--- src/rtl/amstrad_io_pkg.sv ---
// amstrad_io_pkg: shared definitions for the snapshot I/O replay sequencer.
//   - FSM state encoding
//   - CPC I/O port high-byte constants (Gate Array, MMU, ROM select, CRTC)
//   - SNA header byte offsets used by the replay table
//   - table entry struct and sequence lengths (base / with CRTC replay)
// The optional CRTC replay is enabled by the IO_REPLAY_CRTC_EN macro.
package amstrad_io_pkg;

    typedef enum logic [2:0] {
        S_IDLE, S_REQ, S_FETCH, S_LATCH, S_SETUP, S_STROBE, S_HOLD, S_DONE
    } state_t;

    localparam logic [7:0] PORT_GA       = 8'h7F;
    localparam logic [7:0] PORT_GA_UPPER = 8'h7E;  // RAM config with byte[6] set
    localparam logic [7:0] PORT_ROMSEL   = 8'hDF;
    localparam logic [7:0] PORT_CRTC_SEL = 8'hBC;
    localparam logic [7:0] PORT_CRTC_DAT = 8'hBD;

    localparam logic [6:0] SNA_PEN       = 7'h2E;
    localparam logic [6:0] SNA_INK0      = 7'h2F;
    localparam logic [6:0] SNA_ROMCFG    = 7'h40;
    localparam logic [6:0] SNA_RAMCFG    = 7'h41;
    localparam logic [6:0] SNA_CRTC_SEL  = 7'h42;
    localparam logic [6:0] SNA_CRTC_REG0 = 7'h43;
    localparam logic [6:0] SNA_ROMSEL    = 7'h55;

    localparam int NUM_BASE = 38;
    localparam int NUM_CRTC = 75;

    // How the write data is formed from the fetched header byte.
    typedef enum logic [2:0] {
        F_IMM,     // constant data, fetched byte discarded
        F_INK,     // {010, byte[4:0]}
        F_ROMCFG,  // {10, byte[5:0]}
        F_RAMCFG,  // {11, byte[5:0]}, port depends on byte[6]
        F_PEN,     // {000, byte[4:0]}
        F_RAW      // byte as-is
    } form_t;

    typedef struct packed {
        logic [6:0] offset;
        logic [7:0] a_hi;
        form_t      form;
        logic [7:0] imm;
    } entry_t;

endpackage

--- src/rtl/amstrad_io_replay_table.sv ---
// amstrad_io_replay_table: combinational replay command table.
//   idx       in  7  command index
//   fetched   in  8  header byte fetched for this command
//   snap_addr out 7  SNA offset to fetch for idx
//   a         out 16 I/O address
//   d         out 8  I/O write data
//   last      out 1  idx is the final command
// IO_REPLAY_CRTC_EN appends the 37 CRTC register writes after the base 38.
module amstrad_io_replay_table
    import amstrad_io_pkg::*;
(
    input  logic [6:0]  idx,
    input  logic [7:0]  fetched,
    output logic [6:0]  snap_addr,
    output logic [15:0] a,
    output logic [7:0]  d,
    output logic        last
);

`ifdef IO_REPLAY_CRTC_EN
    localparam logic [6:0] LAST_IDX = 7'(NUM_CRTC - 1);
    logic [5:0] j;  // index within the CRTC block
    assign j = 6'(idx - 7'd38);
`else
    localparam logic [6:0] LAST_IDX = 7'(NUM_BASE - 1);
`endif

    entry_t ent;

    always_comb begin
        ent = '{offset: SNA_PEN, a_hi: PORT_GA, form: F_IMM, imm: 8'h00};
        if (idx < 7'd34) begin
            // even: select pen k, odd: write ink k
            if (!idx[0]) begin
                ent.imm = {3'b000, idx[5:1]};
            end else begin
                ent.offset = SNA_INK0 + {2'b00, idx[5:1]};
                ent.form   = F_INK;
            end
        end else if (idx == 7'd34) begin
            ent.offset = SNA_ROMCFG;
            ent.form   = F_ROMCFG;
        end else if (idx == 7'd35) begin
            ent.offset = SNA_RAMCFG;
            ent.form   = F_RAMCFG;
        end else if (idx == 7'd36) begin
            ent.form   = F_PEN;
`ifdef IO_REPLAY_CRTC_EN
        end else if (idx == 7'd37) begin
            ent.offset = SNA_ROMSEL;
            ent.a_hi   = PORT_ROMSEL;
            ent.form   = F_RAW;
        end else if (idx < 7'd74) begin
            if (!j[0]) begin
                ent.offset = SNA_CRTC_SEL;
                ent.a_hi   = PORT_CRTC_SEL;
                ent.imm    = {3'b000, j[5:1]};
            end else begin
                ent.offset = SNA_CRTC_REG0 + {2'b00, j[5:1]};
                ent.a_hi   = PORT_CRTC_DAT;
                ent.form   = F_RAW;
            end
        end else begin
            // leave the CRTC pointing at the register the snapshot had selected
            ent.offset = SNA_CRTC_SEL;
            ent.a_hi   = PORT_CRTC_SEL;
            ent.form   = F_RAW;
        end
`else
        end else begin
            ent.offset = SNA_ROMSEL;
            ent.a_hi   = PORT_ROMSEL;
            ent.form   = F_RAW;
        end
`endif
    end

    always_comb begin
        a = {ent.a_hi, 8'h00};
        case (ent.form)
            F_IMM:    d = ent.imm;
            F_INK:    d = {3'b010, fetched[4:0]};
            F_ROMCFG: d = {2'b10, fetched[5:0]};
            F_RAMCFG: begin
                d = {2'b11, fetched[5:0]};
                if (fetched[6]) a = {PORT_GA_UPPER, 8'h00};
            end
            F_PEN:    d = {3'b000, fetched[4:0]};
            default:  d = fetched;
        endcase
    end

    assign snap_addr = ent.offset;
    assign last      = (idx == LAST_IDX);

endmodule

--- src/rtl/amstrad_io_replay.sv ---
// amstrad_io_replay: snapshot I/O replay sequencer. On start it requests the
// Z80 bus and replays Gate Array / MMU / ROM select (and optionally CRTC)
// OUT cycles built from SNA header bytes.
//   CLK, reset_n         clock, async active-low reset
//   start                one-cycle request, ignored while busy
//   busrq_n / busak_n    Z80 bus request / acknowledge
//   snap_addr/rd/data    SNA header read port (data one cycle after rd)
//   A, D, io_WR, bus_oe  I/O write bus, owned while bus_oe is high
//   busy, done           status / one-cycle completion pulse
// IO_REPLAY_CRTC_EN (see table) extends the sequence with CRTC writes.
module amstrad_io_replay
    import amstrad_io_pkg::*;
#(
    parameter int WR_CYCLES  = 4,
    parameter int GAP_CYCLES = 4
) (
    input  logic        CLK,
    input  logic        reset_n,
    input  logic        start,
    output logic        busrq_n,
    input  logic        busak_n,
    output logic [6:0]  snap_addr,
    output logic        snap_rd,
    input  logic [7:0]  snap_data,
    output logic [15:0] A,
    output logic [7:0]  D,
    output logic        io_WR,
    output logic        bus_oe,
    output logic        busy,
    output logic        done
);

    state_t      state;
    logic [6:0]  idx, idx_nxt;
    logic [7:0]  cnt;
    logic        last_q;
    logic [6:0]  tbl_addr;
    logic [15:0] tbl_a;
    logic [7:0]  tbl_d;
    logic        tbl_last;

    // The table looks at the index about to be used, so snap_addr can be
    // registered on the same edge that enters FETCH.
    always_comb begin
        idx_nxt = idx;
        if (state == S_HOLD && cnt == 8'd0 && !last_q) idx_nxt = idx + 7'd1;
    end

    amstrad_io_replay_table u_table (
        .idx       (idx_nxt),
        .fetched   (snap_data),
        .snap_addr (tbl_addr),
        .a         (tbl_a),
        .d         (tbl_d),
        .last      (tbl_last)
    );

    always_ff @(posedge CLK or negedge reset_n) begin
        if (!reset_n) begin
            state     <= S_IDLE;
            idx       <= '0;
            cnt       <= '0;
            last_q    <= 1'b0;
            busrq_n   <= 1'b1;
            snap_addr <= '0;
            snap_rd   <= 1'b0;
            A         <= '0;
            D         <= '0;
            io_WR     <= 1'b0;
            bus_oe    <= 1'b0;
            busy      <= 1'b0;
            done      <= 1'b0;
        end else begin
            case (state)
                S_IDLE: begin
                    if (start) begin
                        state   <= S_REQ;
                        busy    <= 1'b1;
                        busrq_n <= 1'b0;
                        idx     <= '0;
                    end
                end
                S_REQ: begin
                    if (!busak_n) begin
                        state     <= S_FETCH;
                        snap_rd   <= 1'b1;
                        snap_addr <= tbl_addr;
                    end
                end
                S_FETCH: begin
                    snap_rd <= 1'b0;
                    state   <= S_LATCH;
                end
                S_LATCH: begin
                    // snap_data is valid now; A/D get a full SETUP cycle
                    A      <= tbl_a;
                    D      <= tbl_d;
                    last_q <= tbl_last;
                    bus_oe <= 1'b1;
                    state  <= S_SETUP;
                end
                S_SETUP: begin
                    io_WR <= 1'b1;
                    cnt   <= 8'(WR_CYCLES - 1);
                    state <= S_STROBE;
                end
                S_STROBE: begin
                    // busak_n is deliberately not looked at here
                    if (cnt == 8'd0) begin
                        io_WR <= 1'b0;
                        cnt   <= 8'(GAP_CYCLES - 1);
                        state <= S_HOLD;
                    end else begin
                        cnt <= cnt - 8'd1;
                    end
                end
                S_HOLD: begin
                    if (cnt != 8'd0) begin
                        cnt <= cnt - 8'd1;
                    end else begin
                        bus_oe <= 1'b0;
                        if (last_q) begin
                            state   <= S_DONE;
                            done    <= 1'b1;
                            busrq_n <= 1'b1;
                        end else begin
                            idx <= idx_nxt;
                            if (busak_n) begin
                                // bus taken back: resume at the next entry on regrant
                                state <= S_REQ;
                            end else begin
                                state     <= S_FETCH;
                                snap_rd   <= 1'b1;
                                snap_addr <= tbl_addr;
                            end
                        end
                    end
                end
                S_DONE: begin
                    done  <= 1'b0;
                    busy  <= 1'b0;
                    idx   <= '0;
                    state <= S_IDLE;
                end
                default: state <= S_IDLE;
            endcase
        end
    end

endmodule
--- config.mk ---
export PLATFORM = sky130hd
export DESIGN_NAME = amstrad_io_replay
export DESIGN_NICKNAME = d
export VERILOG_FILES = /design/src/rtl/amstrad_io_pkg.sv /design/src/rtl/amstrad_io_replay_table.sv /design/src/rtl/amstrad_io_replay.sv
export SDC_FILE = /design/constraint.sdc
export NUM_CORES = 1
export LEC_CHECK = 0
export CORE_MARGIN = 2
export CORE_UTILIZATION = 40
export DETAILED_ROUTE_END_ITERATION = 16
export GPL_TIMING_DRIVEN = 0
export HOLD_SLACK_MARGIN = 0.06
export SYNTH_ARGS = -nofsm -noshare
export SYNTH_HDL_FRONTEND = slang
export SYNTH_SLANG_ARGS = --single-unit
--- constraint.sdc ---
create_clock -name CLK -period 5.1 [get_ports CLK]
set_clock_uncertainty 0.1 [all_clocks]
set_input_delay 0.51 -clock CLK [delete_from_list [all_inputs] [get_ports CLK]]
set_output_delay 0.51 -clock CLK [all_outputs]
set_load 0.02 [all_outputs]
After elaboration in Yosys (flattened, before gate mapping)
Cells that the tools add are included.
{ "totals": {"regBits": 56, "inputBits": 12} }
{ "op_classes": {"add_sub_neg": 3, "order_cmp": 1, "n_eq_ne": 22, "mux": 52, "reduce_logical": 26} }
{ "ops": {"columns": ["op", "count"], "rows": [
  ["$mux W7", 11],
  ["$mux W8", 5],
  ["$pmux W8 S5", 1],
  ["$mux W16", 2],
  ["$eq A7 B6 Y1 const B", 4],
  ["$mux W3", 8],
  ["$pmux W3 S8", 1],
  ["$pmux W8 S3", 1],
  ["$pmux W7 S3", 1],
  ["$eq A3 B3 Y1 const B", 5],
  ["$mux W15", 1],
  ["$pmux W7 S2", 1],
  ["$eq A3 B2 Y1 const B", 4],
  ["$ne A2 B2 Y1 const B", 6],
  ["$reduce_and A4 Y1", 3],
  ["$reduce_bool A2 Y1", 6],
  ["$mux W1", 11],
  ["$mux W5", 2],
  ["$pmux W1 S2", 5],
  ["$reduce_and A3 Y1", 3],
  ["$reduce_bool A3 Y1", 3],
  ["$logic_not A8 Y1", 1],
  ["$reduce_and A2 Y1", 4],
  ["$reduce_bool A8 Y1", 1],
  ["11 further kinds", 14]
]} }

Longest topological paths before layout
Gate-level depths: netlist (run 1).
{ "logic_depth": {"depth_word": 13, "ltp_mapped": 10} }

Modules after synthesis
Synthesis (run 1) repeated with hierarchy kept, for this count alone.
{ "unflattened": {"hier_cells": 320, "hier_area_um2": 3234.4} }
{ "modules_own_cells": {"columns": ["mod", "n_inst", "cells_each", "area_per_inst_um2"], "rows": [
  ["amstrad_io_replay", 1, 240, 2658.8],
  ["amstrad_io_replay_table", 1, 80, 575.6]
]} }

Least setup slack after synthesis (run 1)
No wires, ideal clock.
{ "synth_path": {"kind": "register -> register", "startpoint": "register cnt[5]", "endpoint": "register D[6]", "setup_time_ps": 126, "arrival_ps": 2283, "path_slack_ps": 2590, "path_stages_with_launch": 8, "path_buffers": 1, "period_less_slack_ps": 2510, "cell_sequence": "dfrtp_1 or4_4 nor4b_4 buf_6 mux2i_1 o221ai_1 and3_1 o32a_1"} }
{ "synth_via": {"elab_chain_len": 11} }
{ "synth_lines": {"columns": ["element", "line", "text"], "rows": [
  ["start: declaration", "amstrad_io_replay.sv:35", "logic [7:0] cnt;"],
  ["start signal: assignment", "amstrad_io_replay.sv:104", "cnt <= 8'(WR_CYCLES - 1);"],
  ["start signal: assignment", "amstrad_io_replay.sv:111", "cnt <= 8'(GAP_CYCLES - 1);"],
  ["start signal: assignment", "amstrad_io_replay.sv:114", "cnt <= cnt - 8'd1;"],
  ["$logic_not A8 Y1 (*)", "amstrad_io_replay.sv:46", "if (state == S_HOLD && cnt == 8'd0 && !last_q) idx_nxt = idx + 7'd1;"],
  ["$logic_and A1 B1 Y1 (*) (2 in a row)", "amstrad_io_replay.sv:46", null],
  ["$mux W7 (*)", "amstrad_io_replay.sv:46", null],
  ["$eq A7 B6 Y1", "amstrad_io_replay_table.sv:46", "end else if (idx == 7'd36) begin"],
  ["$mux W1", "amstrad_io_replay_table.sv:46", null],
  ["$mux W3", "amstrad_io_replay_table.sv:43", "end else if (idx == 7'd35) begin"],
  ["$mux W3", "amstrad_io_replay_table.sv:40", "end else if (idx == 7'd34) begin"],
  ["$mux W3 (*)", "amstrad_io_replay_table.sv:32", "if (idx < 7'd34) begin"],
  ["$eq A3 B3 Y1, or another cell as far along", "amstrad_io_replay_table.sv:80", "case (ent.form)"],
  ["$pmux W8 S5 (*)", "amstrad_io_replay_table.sv:80", null],
  ["end signal: assignment", "amstrad_io_replay.sv:97", "D <= tbl_d;"],
  ["end: declaration", "amstrad_io_replay.sv:26", "output logic [7:0] D,"]
]} }
Mark *: on every way between the ends. The rest lies on a longest branch, timed or not.
A chain may end at the register's enable or synchronous reset.

Final worst setup path (run 1)
{ "layout_path": {"startpoint": "register cnt[1]", "endpoint": "register snap_addr[0]"} }
{ "layout_via": {"elab_chain_len": 13} }
{ "layout_lines": {"columns": ["element", "line", "text"], "rows": [
  ["branches (longest 13 deep; another with $add A6 B5 Y7)", null, null],
  ["end signal: assignment", "amstrad_io_replay.sv:87", "snap_addr <= tbl_addr;"],
  ["end signal: assignment", "amstrad_io_replay.sv:134", "snap_addr <= tbl_addr;"],
  ["end: declaration", "amstrad_io_replay.sv:22", "output logic [6:0] snap_addr,"]
]} }
Several ways; the timed one is not identified. The select of a mux whose other input is x is not followed.

==> summary.txt, run 1 <==
Status: completed
Commonest non-fill, non-tap cell in the layout: dfrtp_1
Syn Area/Cell: 8.52 um2
WHS: 0.389 ns
Number of core rows: 31
Max-cap violations: 0
Final worst path period share: 60.4%
Max-slew violation count: 0
Starting Density: 41.0%
Worst r2r path cells: 9
Worst EP required: 5.23 ns
Worst vdd ir: 0.000170 V
Setup crit end kind: flop
Yosys reg bits: 44
Synth top area cells: dfrtp_1 (36%), nand2_1 (5.3%), a21oi_1 (4.2%)
HP Start: snap_addr[5]
Post-synth top flop: dfrtp_1
FILL cells: 729
Post-Synthesis Cells: 347
Slowest stage delay, CP: 0.57 ns
H-tree depth: 2
Resize count post-CTS: 0
Most frequent cells in the layout: dfrtp_1 (43), nand2_1 (42), clkdlybuf4s50_1 (39)
DP Wirelength: 5820 um
Worst flop-to-flop path endpoint: snap_addr[0]
Cell taking the most area after synthesis: dfrtp_1
Clk Tree Root Cell: clkbuf_8
RSZ-0062 raised after global routing: false
Largest net degree at the start of global routing: 31
Crit path max fanout: 10
Setup TNS: 0 ns
DRT Wirelength: 7710 um
PD cells: 457 nW/um2
Sequential area share after synthesis: 37.3%
DIE HEIGHT: 90.0 um
Gr ovfl total: 0
Antenna Nets Post-Route: 0
Leakage power: 1.55 nW
TritonCTS clock tree: yes
Later-pin clock latency in the skew report: 0.30 ns
EDFF count, synth: 0
Number of buffers added on ports: 40
Critical path startpoint category: flop
R2r startpoint: cnt[1]
Via count: 2,692
First-pass GRT wire length: 13,200 um
Share of cells above drive strength 1: 11.6%
Min-Delay Endpoint: snap_addr[5]
Via density: 5.35
DRC Markers: 0
Clock Path Buffers: 2
Delay-heaviest family, CP: compound AO/OA/AOI/OAI gates
Reg2Reg Setup Slack: 2.02 ns
Num CTS Buffers: 5
Post-synth cell types: 67
Post-synth top area share: 36.4%
Die X-Extent: 90.0 um
TritonRoute pass-1 iters: 4
Vias in the first global route: 2,571
CTS sink cnt: 44
Synthesis-to-layout area growth: 23.6%
Minimum clock period: 3.08 ns
Routed wire per std cell: 15.3 um
Core region area: 7210 um2
Gr usage total: 19.8%
Initial DRC count: 120
Sequence of cells on the critical path: inv_1 > ha_1 > and4bb_2 > nand4b_1 > clkbuf_1 > a21oi_1 > nand2_1 > a211o_1 > o211ai_2
Clock slew at reported path FFs: 0.09 ns
Hold Path Depth: 2
CP max stage cell: a21oi_1
Slew margin rel.: 22.9%
CP Buf/Inv Count: 2
Critical Path AT: 3.21 ns
HP Class: flop to flop
Post-route core utilization: 50.6%
Crit Path Category: flop to flop
Synth warn: 0
I/O pin count: 49
Initial antenna violation count: 0
Nets: 417
Final Hold Viols: 0
Post-Syn Area: 2960 um2
Slew @ Worst Pin: 1.15 ns
RD Place Congestion: 0.931
Total die area: 8090 um2
Ant. Diodes: 0
F_max: 325 MHz
Async S/R FF share, synth: 100%
Final setup violation count: 0
## metrics by stage
stage | power (mW) | setup slack [ns] | std cells | area (um2)
finish | 1.67 | 2.02 | 503 | 3650
global route | 1.78 | 1.87 | 503 | 3650
CTS | 1.69 | 2.03 | 503 | 3650
detailed placement | 1.39 | 2.06 | 494 | 3520
global placement | 1.38 | 2.06 | 493 | 3510
floorplan | 1.07 | 2.59 | 354 | 2980
## cells by family (layout without fill, tap and decap cells)
kind of cell | after synthesis | in the layout | synth area share (%)
adder cells (fa/ha/maj) | 2 | 2 | 0.847
AND/OR/NAND/NOR | 126 | 126 | 22.1
buffers and inverters | 42 | 92 | 7.71
AO/OA/AOI/OAI | 109 | 109 | 24.3
multiplexers | 10 | 10 | 3.47
XOR/XNOR | 13 | 13 | 4.11
flip-flops | 44 | 44 | 37.3
other | 1 | 8 | 0.127
## per-layer routing
metal	share of wire, %	vias up	GRT usage [%]	routed length [um]
li1	-	1348	-	-
met1	49	1282	29.2	3800
met2	46	57	31.1	3540
met3	4.2	5	2.93	321
met4	0.67	0	4.10	52
met5	0	-	0	0
## registers in the layout, summed over array words and instances (netlist names)
register   cells
io_WR          1
D              8
busy           1
snap_rd        1
snap_addr      7
state          3
last_q         1
idx            7
cnt            8
busrq_n        1
A              4
done           1
bus_oe         1
## worst max path at each step
stage               cells past startpoint  slack, ns  startpoint            to
finish                                  9       2.02      cnt[1]  snap_addr[0]
global route                            9       1.87      cnt[1]  snap_addr[0]
CTS                                     9       2.03      cnt[1]  snap_addr[0]
detailed placement                      9       2.06      cnt[1]  snap_addr[0]
global placement                        9       2.06      cnt[1]  snap_addr[0]
floorplan                               7       2.59      cnt[5]          D[6]
## timing repair
item / in CTS / in global routing
endpoints found under the setup margin: 0 / 0
endpoints found under the hold margin: 14 / 0
hold buffers: 1 / 0
setup buffers: 0 / 0
## cell type report
type	count	area (um2)	share of cell area (%)
inverter	7	26.3	0.719
timing repair buffer	42	425	11.6
clock buffer	6	82.6	2.26
clock inverter	2	38.8	1.06
buffer	35	201	5.52
tap	99	124	3.39
multi-input combinational	268	1650	45.2
sequential	44	1100	30.2
## tightest hold or removal path, stage by stage, from the launching register on
cell,delay [ns]
dfrtp_1,0.36
nand2_1,0.05
o21ai_0,0.06
## Yosys cell counts (2+ instances only)
cell and count:
and2_1 2, nor2_1 30, clkbuf_1 15, ha_1 2
a211oi_1 5, nor2b_1 4, nand4_2 2, o21ai_0 23
buf_6 2, or3_1 6, mux2_2 2, o2bb2ai_1 3
o22ai_1 4, mux2i_1 8, xor2_1 8, a211o_1 2
o21a_1 2, dfrtp_1 43, o211ai_1 2, o31ai_1 8
or2_2 2, a31o_1 2, xnor2_1 4, and3_1 5
o211ai_2 2, buf_2 5, nand2b_1 4, buf_4 13
o21ai_1 4, inv_1 7, nand3_1 6, a21o_1 2
a31oi_1 10, nor3_1 10, a21oi_1 25, nand2_1 42
## report_power, final
group / internal (mW) / total (mW) / switching (mW)
Combinational: 0.361 / 0.822 / 0.461
Sequential: 0.469 / 0.559 / 0.0899
Clock: 0.160 / 0.290 / 0.129
Total: 0.990 / 1.67 / 0.680
No activity file was read; power rests on OpenSTA's default activity.
==> run 2: changes to the inputs <==
--- a/config.mk
+++ b/config.mk
@@ -10,6 +10,7 @@
 export DETAILED_ROUTE_END_ITERATION = 16
 export GPL_TIMING_DRIVEN = 0
 export HOLD_SLACK_MARGIN = 0.06
+export PLACE_DENSITY = 0.65
 export SYNTH_ARGS = -nofsm -noshare
 export SYNTH_HDL_FRONTEND = slang
 export SYNTH_SLANG_ARGS = --single-unit
==> constraint.sdc (replaced) <==
create_clock -name CLK -period 2.5 [get_ports CLK]
set_clock_uncertainty 0.1 [all_clocks]
set_input_delay 0.25 -clock CLK [delete_from_list [all_inputs] [get_ports CLK]]
set_output_delay 0.25 -clock CLK [all_outputs]
set_load 0.02 [all_outputs]
==> run 2 against run 1 <==
The flow now finishes with violations (setup timing). Clock power rose by 97%. Via count rose by 7.1%. Global-route usage rose by 0.38 points. Sequential share of layout area fell by 3.2 points. Cell count rose by 3.8%. Register-to-register slack got worse by 2.1 ns. Wire length rose by 6.5%. Worst setup slack got worse by 2.1 ns. Sequential cell count did not move. Critical endpoint unchanged. Largest cell class unchanged. Largest power group unchanged.
==> summary.txt, run 2 (synthesized netlist as in run 1, its figures left out) <==
Final Hold Viols: 0 (unchanged)
Total die area: 8090 um2 (unchanged)
Most frequent cells in the layout: dfrtp_1 (41), nand2_1 (39), clkdlybuf4s50_1 (39)
Share of cells above drive strength 1: 25.1% (+13 points)
Slew @ Worst Pin: 0.681 ns (-0.467 ns)
Crit path max fanout: 6 (-4)
F_max: 391 MHz (+20%)
Max-cap violations: 0 (unchanged)
Clk Tree Root Cell: clkbuf_8
Initial antenna violation count: 0 (unchanged)
Setup ws final: -0.0581 ns (-2.08 ns)
Num CTS Buffers: 5 (unchanged)
First-pass GRT wire length: 13,600 um (+2.8%)
Commonest non-fill, non-tap cell in the layout: dfrtp_1
R2r startpoint: cnt[3]
Setup crit end kind: flop
Critical path startpoint category: flop
Number of buffers added on ports: 40 (unchanged)
Placed inst area: 3520 um2 (+0.11%)
RD Place Congestion: 0.945 (+1.4%)
Delay-heaviest family, CP: simple AND/OR/NAND/NOR gates
H-tree depth: 2 (unchanged)
Tot Pwr: 3.60 mW (+120%)
I/O pin count: 49 (unchanged)
Synthesis-to-layout area growth: 38.7%
DP Wirelength: 5730 um (-1.6%)
Place WS: -0.513 ns (-2.57 ns)
CTS sink cnt: 44 (unchanged)
Reg2Reg Setup Slack: -0.06 ns (-2.08 ns)
Status: finished with violations
Ant. Diodes: 0 (unchanged)
Failing checks: setup timing
HP Class: input port to asynchronous set/reset pin
Gr usage total: 20.2% (+0.38 points)
DIE HEIGHT: 90.0 um (unchanged)
TritonCTS clock tree: yes
DRT Wirelength: 8220 um (+6.5%)
Slowest stage delay, CP: 0.58 ns (about the same)
CP max stage cell: or4_4
Initial DRC count: 202 (+68%)
DRC Markers: 0 (unchanged)
Final Instance Area: 4100 um2 (+12%)
Placed insts: 494 (unchanged)
Worst EP required: 2.63 ns (-2.60 ns)
Vias in the first global route: 2,678 (+4.2%)
Final std cells w/o fill: 522 (+3.8%)
Crit. Startpoint: cnt[3]
Critical Path AT: 2.69 ns (-0.52 ns)
CP Buf/Inv Count: 2 (unchanged)
Minimum clock period: 2.56 ns (-0.523 ns)
Final setup violation count: 7 (+7)
Slew margin rel.: 54.4% (+31 points)
Leakage power: 1.74 nW (+12%)
Final worst path period share: 102% (+42 points)
Max-slew violation count: 0 (unchanged)
Die X-Extent: 90.0 um (unchanged)
Routed wire per std cell: 15.7 um (+2.7%)
Gr ovfl total: 0 (unchanged)
Via density: 5.52 (+3.2%)
PD cells: 878 nW/um2 (+92%)
Core region area: 7210 um2 (unchanged)
Worst vdd ir: 0.000281 V (+65%)
Starting Density: 41.0% (unchanged)
Largest registers: D: 8 flops, cnt: 8 flops
Number of core rows: 31 (unchanged)
Clock Path Buffers: 2 (unchanged)
Nets: 436 (+4.6%)
Via count: 2,883 (+7.1%)
RSZ-0062 raised after global routing: true
Largest net degree at the start of global routing: 32 (+3.2%)
Antenna Nets Post-Route: 0 (unchanged)
Later-pin clock latency in the skew report: 0.30 ns (about the same)
Setup TNS: -0.168 ns (-0.168 ns)
Sequence of cells on the critical path: or4_4 > nor4b_4 > buf_6 > buf_8 > mux2i_4 > o22ai_4 > a32o_2 > o211ai_2
TritonRoute pass-1 iters: 5 (+1)
Clock slew at reported path FFs: 0.09 ns (about the same)
Crit Path Category: flop to flop
## run 2: cell count changes in the layout (fill, tap and decap cells not counted), sizes merged
cell,previous run,this run
clkbuf,21,18
inv,7,8
clkinvlp,0,1
clkinv,1,0
buf,22,43
## run 2: per-layer routing
layer | vias up | track usage [%] | part of all wire, %
met5 | - | 0 | 0
met4 | 0 | 3.97 | 0.85
met3 | 6 | 2.68 | 6.5
met2 | 115 | 32.4 | 47
met1 | 1372 | 29.4 | 46
li1 | 1390 | - | -
## run 2: area by class of cell
| class | count | area (um2) |
|---|---|---|
| inverters | 7 | 26.3 |
| well taps | 99 | 124 |
| repair buffers | 63 | 598 |
| fillers | 665 | 3110 |
| multi-input cells | 268 | 1910 |
| clock inverters | 3 | 46.3 |
| plain buffers | 33 | 218 |
| clock buffers | 5 | 68.8 |
| flip-flops and latches | 44 | 1100 |
## run 2: report_power, final
part	switching, mW	leakage (nW)	total [mW]	internal (mW)
registers	0.177	0.545	1.14	0.959
clock network	0.269	0.0548	0.570	0.301
logic	1.04	1.14	1.89	0.851
## run 2: through the flow
stage	hold WS (ns)	util, %
after global routing	0.319	56.8
after CTS	0.289	54.1
after detailed placement	0.0910	48.9
after floorplan	-0.146	-
after global placement	0.371	48.6
final	0.278	56.8
## run 2: worst paths after layout
path                       cells past startpoint            to
setup / recovery                               8  snap_addr[0]
hold / removal                                 2        idx[4]
setup reg to reg                               8  snap_addr[0]
hold reg to reg                                2  snap_addr[5]
max in group asynchronous                      3       busrq_n
min in group CLK                               3          D[5]
## run 2: what timing repair did
| item | in CTS | in global routing |
|---|---|---|
| gates resized for setup | 32 | 40 |
| hold buffers | 1 | 0 |
| gates cloned | 0 | 1 |
| setup buffers | 15 | 5 |
| hold endpoints to repair | 13 | 0 |
| setup endpoints to repair | 25 | 24 |
| pin swaps | 10 | 12 |
